$ cat src/rtl/mem_port_arbiter.sv
// rtl/mem_port_arbiter.sv - shares one external memory port between IF and MEM stages
//
// Ports:
//   clk, reset_n                     clock and asynchronous active-low reset
//   if_req/if_addr -> if_rdata/if_done          instruction fetch request and completion
//   dm_read/dm_write/dm_addr/dm_wdata -> dm_rdata/dm_done   data load/store and completion
//   mem_req/mem_we/mem_addr/mem_wdata, mem_rdata/mem_ready  external memory handshake
//   if_stall, pipe_stall             combinational pipeline freeze signals
//   bus_err                          sticky memory timeout flag
module mem_port_arbiter #(
  parameter int WIDTH   = 32,
  parameter int TIMEOUT = 255
) (
  input  logic             clk,
  input  logic             reset_n,
  input  logic             if_req,
  input  logic [WIDTH-1:0] if_addr,
  output logic [WIDTH-1:0] if_rdata,
  output logic             if_done,
  input  logic             dm_read,
  input  logic             dm_write,
  input  logic [WIDTH-1:0] dm_addr,
  input  logic [WIDTH-1:0] dm_wdata,
  output logic [WIDTH-1:0] dm_rdata,
  output logic             dm_done,
  output logic             mem_req,
  output logic             mem_we,
  output logic [WIDTH-1:0] mem_addr,
  output logic [WIDTH-1:0] mem_wdata,
  input  logic [WIDTH-1:0] mem_rdata,
  input  logic             mem_ready,
  output logic             if_stall,
  output logic             pipe_stall,
  output logic             bus_err
);

  localparam logic [1:0] S_IDLE  = 2'd0;
  localparam logic [1:0] S_FETCH = 2'd1;
  localparam logic [1:0] S_DATA  = 2'd2;
  localparam logic [1:0] S_RESP  = 2'd3;

  // Counter value on the last permitted wait cycle; mem_req is high for
  // exactly TIMEOUT cycles when the memory never answers.
  localparam logic [15:0] CNT_LAST = 16'(TIMEOUT - 1);

  logic [1:0]       state_q, state_d;
  logic [15:0]      cnt_q, cnt_d;
  logic             mem_req_q, mem_req_d;
  logic             mem_we_q, mem_we_d;
  logic [WIDTH-1:0] mem_addr_q, mem_addr_d;
  logic [WIDTH-1:0] mem_wdata_q, mem_wdata_d;
  logic [WIDTH-1:0] if_rdata_q, if_rdata_d;
  logic [WIDTH-1:0] dm_rdata_q, dm_rdata_d;
  logic             if_done_q, if_done_d;
  logic             dm_done_q, dm_done_d;
  logic             bus_err_q, bus_err_d;

  always_comb begin
    state_d     = state_q;
    cnt_d       = cnt_q;
    mem_req_d   = mem_req_q;
    mem_we_d    = mem_we_q;
    mem_addr_d  = mem_addr_q;
    mem_wdata_d = mem_wdata_q;
    if_rdata_d  = if_rdata_q;
    dm_rdata_d  = dm_rdata_q;
    if_done_d   = 1'b0;
    dm_done_d   = 1'b0;
    bus_err_d   = bus_err_q;

    case (state_q)
      S_IDLE: begin
        // Data wins over fetch: it belongs to the older instruction.
        if (dm_read || dm_write) begin
          state_d     = S_DATA;
          mem_req_d   = 1'b1;
          mem_we_d    = dm_write;
          mem_addr_d  = dm_addr;
          mem_wdata_d = dm_wdata;
          cnt_d       = 16'd0;
        end else if (if_req) begin
          state_d    = S_FETCH;
          mem_req_d  = 1'b1;
          mem_we_d   = 1'b0;
          mem_addr_d = if_addr;
          cnt_d      = 16'd0;
        end
      end
      S_FETCH, S_DATA: begin
        if (mem_ready || (cnt_q == CNT_LAST)) begin
          state_d   = S_RESP;
          mem_req_d = 1'b0;
          mem_we_d  = 1'b0;
          cnt_d     = 16'd0;
          if (!mem_ready) begin
            bus_err_d = 1'b1;
          end
          // A timed-out access still completes, returning zero data.
          if (state_q == S_FETCH) begin
            if_done_d  = 1'b1;
            if_rdata_d = mem_ready ? mem_rdata : '0;
          end else begin
            dm_done_d = 1'b1;
            if (!mem_ready) begin
              dm_rdata_d = '0;
            end else if (!mem_we_q) begin
              dm_rdata_d = mem_rdata;
            end
          end
        end else begin
          cnt_d = cnt_q + 16'd1;
        end
      end
      default: begin
        // RESP: requests are deliberately not sampled here so a request still
        // held for the serviced access is not issued a second time.
        state_d = S_IDLE;
      end
    endcase
  end

  always_ff @(posedge clk or negedge reset_n) begin
    if (!reset_n) begin
      state_q     <= S_IDLE;
      cnt_q       <= 16'd0;
      mem_req_q   <= 1'b0;
      mem_we_q    <= 1'b0;
      mem_addr_q  <= '0;
      mem_wdata_q <= '0;
      if_rdata_q  <= '0;
      dm_rdata_q  <= '0;
      if_done_q   <= 1'b0;
      dm_done_q   <= 1'b0;
      bus_err_q   <= 1'b0;
    end else begin
      state_q     <= state_d;
      cnt_q       <= cnt_d;
      mem_req_q   <= mem_req_d;
      mem_we_q    <= mem_we_d;
      mem_addr_q  <= mem_addr_d;
      mem_wdata_q <= mem_wdata_d;
      if_rdata_q  <= if_rdata_d;
      dm_rdata_q  <= dm_rdata_d;
      if_done_q   <= if_done_d;
      dm_done_q   <= dm_done_d;
      bus_err_q   <= bus_err_d;
    end
  end

  assign mem_req   = mem_req_q;
  assign mem_we    = mem_we_q;
  assign mem_addr  = mem_addr_q;
  assign mem_wdata = mem_wdata_q;
  assign if_rdata  = if_rdata_q;
  assign dm_rdata  = dm_rdata_q;
  assign if_done   = if_done_q;
  assign dm_done   = dm_done_q;
  assign bus_err   = bus_err_q;

  // Stalls release on the done cycle so the pipeline advances at that edge.
  assign pipe_stall = (dm_read | dm_write) & ~dm_done_q;
  assign if_stall   = (if_req & ~if_done_q) | pipe_stall;

endmodule

$ cat config.mk
export PLATFORM = sky130hd
export DESIGN_NAME = mem_port_arbiter
export DESIGN_NICKNAME = d
export VERILOG_FILES = /design/src/rtl/mem_port_arbiter.sv
export SDC_FILE = /design/constraint.sdc
export NUM_CORES = 1
export LEC_CHECK = 0
export ABC_AREA = 1
export CAP_MARGIN = 20
export CORE_MARGIN = 5
export CORE_UTILIZATION = 40
export DETAILED_ROUTE_END_ITERATION = 7
export MAX_ROUTING_LAYER = met4
export PLACE_DENSITY = 0.77
export SLEW_MARGIN = 20
export SYNTH_ARGS = -nofsm -noshare
export SYNTH_HDL_FRONTEND = slang
export SYNTH_SLANG_ARGS = --single-unit
$ cat constraint.sdc
create_clock -name clk -period 1.5 [get_ports clk]
set_input_delay 0.3 -clock clk [delete_from_list [all_inputs] [get_ports clk]]
set_output_delay 0.3 -clock clk [all_outputs]
set_load 0.03 [all_outputs]
==> flow_summary.json <==
{
  "start_util_pct": 40.74,
  "critPathMaxFanout": 8,
  "core_um2": 17240,
  "vdd_ir_drop_max_v": 0.001168,
  "synth_most_common_cell": "nand2_1",
  "setup_slack_ns": -0.2084,
  "hold_viol_final": 0,
  "layout.cells.non_filler": 1412,
  "routabilityCongestion": 0.8705,
  "io_buffers": 268,
  "numCtsBuffers": 17,
  "grt_pass1_wl_mm": 37.55,
  "async_flop_share_pct": 100.0,
  "final_layout_size_suffix_gt1_share_pct": 24.52,
  "nNetsFinal": 1313,
  "syn_to_final_growth_pct": 58.76,
  "critPathLaunchType": "register",
  "yosysTopAreaCell": "dfrtp_1",
  "final_core_util_pct": 64.69,
  "yosys_register_bits": 151,
  "intPower_mw": 12.82,
  "wl_mm": 24.22,
  "switching_share_pct": 46.99,
  "required_ns": 1.82,
  "num_io_pins": 269,
  "synth.avg_cell_area_um2": 8.157,
  "nFillCells": 1428,
  "grt_max_degree": 38,
  "worst_pin_slew_ns": 0.4793,
  "synth_enable_flop_cells": 0,
  "wl_per_cell_um": 17.15,
  "dp.cells": 1358,
  "cp-end-kind": "register",
  "place_area_um2": 10370,
  "first_global_vias": 7000,
  "antenna_found_initial": 0,
  "htreeDepth": 4,
  "power_switching_mw": 11.37,
  "status": "complete, but fails checks",
  "clock_latency_ns": 0.43,
  "drt_first_iter_violations": 499,
  "hpwl_mm": 16.58,
  "dominantRegCellSynth": "dfrtp_1",
  "multi_input_area_um2": 2972,
  "cts_tree": "yes",
  "clk_pin_slew_ns": 0.07,
  "final_cell_area_um2": 11150,
  "fin_skew_ns": 0.01393,
  "cts_buffer_depth": 2,
  "synth_common_cells": "nand2_1 (341), dfrtp_1 (151), nand4_1 (71)",
  "criticalPathCategory": "reg -> reg",
  "power.density_nw_per_um2": 2169,
  "p_clk_share_pct": 16.8,
  "ys_types": 33,
  "drc": 0,
  "final-max-slew-violation-count": 0,
  "fin_crit_sh_pct": 113.9,
  "synthTopCellsByArea": "dfrtp_1 (54%), nand2_1 (18%), nand4_1 (6.3%)",
  "fin_total_pwr_mw": 24.19,
  "dieArea_um2": 20310,
  "synth_warnings": 0,
  "setup_viol": 85,
  "holdCritPathClass": "in -> async",
  "grt-ovfl-total": 0,
  "cts_root_buf": "clkbuf_16",
  "failed_checks": "negative setup slack",
  "clock.fmax_mhz": 585.4,
  "cts.sinks": 151,
  "syn_nets": 1000,
  "rsz0062_at_grt": "yes",
  "synth_area_um2": 7023,
  "n_antenna_cell": 0,
  "p_comb_share_pct": 55.0,
  "fin_crit_ns": 1.708,
  "seqCellArea_um2": 3781,
  "die_h_um": 142.5,
  "drt-vias-per-instance": 5.047,
  "vias": 7126,
  "grt_util_all_layers_pct": 24.03,
  "ys_seq_area_share_pct": 53.80,
  "max-cap-violations": 0,
  "fin_hold_ws_ns": 0.3568,
  "synth_top_area_share_pct": 53.80,
  "worstPathArrival_ns": 2.03,
  "syn_inst": 861,
  "dieWidth_um": 142.5,
  "final_antenna_net_count": 0,
  "dr.pass1.iters": 4,
  "rows": 48,
  "seq_power_share_pct": 28.2,
  "relSlewSlack_pct": 67.80,
  "p_leak_nw": 5.601
}
kinds of logic after synthesis:
| logic type | after synthesis | synth area share, % |
|---|---|---|
| AO/OA/AOI/OAI | 78 | 6.414 |
| XOR/XNOR | 2 | 0.2495 |
| adder cells (fa/ha/maj) | 5 | 0.8908 |
| buffers and inverters | 117 | 7.589 |
| flip-flops | 151 | 53.80 |
| AND/OR/NAND/NOR | 508 | 31.05 |
power groups by stage:
stage	sequential (mW)	combinational [mW]	clock, mW
after global placement	6.74	13.0	0
after detailed placement	6.75	13.2	0
after CTS	6.73	13.0	4.09
final	6.83	13.3	4.06
after global routing	7.04	14.2	4.29
after floorplan	9.81	4.23	0
layout by cell type, fill, tap and decap left out, types with 3 or more instances in the layout:
cell | netlist | routed
nand3_4 | 1 | 3
nand4_1 | 71 | 71
nand2_4 | 1 | 9
inv_1 | 56 | 48
clkdlybuf4s15_1 | 0 | 33
nand3_1 | 13 | 12
buf_4 | 2 | 53
clkdlybuf4s50_1 | 0 | 129
o21ai_0 | 38 | 35
a31oi_1 | 32 | 32
dlygate4sd2_1 | 0 | 5
clkbuf_16 | 0 | 22
clkdlybuf4s15_2 | 0 | 14
buf_6 | 5 | 10
clkbuf_2 | 0 | 80
dfrtp_1 | 151 | 149
nor3_1 | 6 | 5
nand2_2 | 2 | 28
inv_2 | 1 | 7
ha_4 | 0 | 3
nor2_1 | 65 | 59
nand2_1 | 341 | 305
inv_6 | 0 | 8
nor2_2 | 2 | 5
o21ai_1 | 2 | 4
clkinvlp_4 | 0 | 3
buf_12 | 1 | 19
buf_16 | 0 | 3
nand2_8 | 1 | 3
nor2_4 | 1 | 4
what timing repair did:
action | CTS | global route
hold buffers | 1 | 0
setup endpoints to repair | 243 | 194
endpoints found under the hold margin | 31 | 0
pin swaps | 3 | 2
gates resized for setup | 275 | 179
cloned | 3 | 5
setup buffers | 10 | 3
final cells by class:
type,count,share of cell area [%]
tap,225,2.525
clock inverter,14,1.021
inverter,58,2.020
sequential,151,33.91
multi-input combinational,593,26.65
timing repair buffer,353,29.93
clock buffer,18,3.939
through the flow:
stage | setup TNS (ns) | setup slack (ns)
detailed placement | -38.26 | -0.3160
global route | -21.00 | -0.2999
global placement | -32.80 | -0.2679
floorplan | -0.003554 | -0.003554
CTS | -9.800 | -0.1683
finish | -12.75 | -0.2084
sequential cells by signal, indices dropped and copies added (netlist names):
register / count
bus_err: 1
if_rdata: 32
dm_done: 1
mem_addr: 32
mem_wdata: 32
if_done: 1
state_q: 2
mem_req: 1
mem_we: 1
dm_rdata: 32
cnt_q: 16
metal layers:
metal	track usage [%]	share of wire, %
met5	-	0
met4	9.005	3.4
met3	4.772	5.4
met2	37.73	50
met1	30.91	41
path summary, 6_finish.rpt:
kind	start	endpoint	slack, ns	depth (start not counted)
hold reg to reg	dm_rdata[31]	dm_rdata[31]	0.47	2
min in group clk	dm_wdata[1]	mem_wdata[1]	0.40	3
setup / recovery	cnt_q[0]	if_rdata[19]	-0.21	12
setup reg to reg	cnt_q[0]	if_rdata[19]	-0.21	12
hold / removal	reset_n	if_rdata[11]	0.36	2
max in group asynchronous	reset_n	cnt_q[5]	0.53	3
worst max-delay path: stages, from the launching register on:
cell and delay [ns]:
dfrtp_1 0.39, inv_2 0.09, ha_4 0.13, inv_2 0.04
nor2_4 0.07, nand2_2 0.07, nor2_4 0.11, nand2_4 0.09
nand2_8 0.09, nand3_4 0.18, clkbuf_16 0.24, nand2_2 0.06
nand2_1 0.05
No activity file was read; power rests on OpenSTA's default activity.
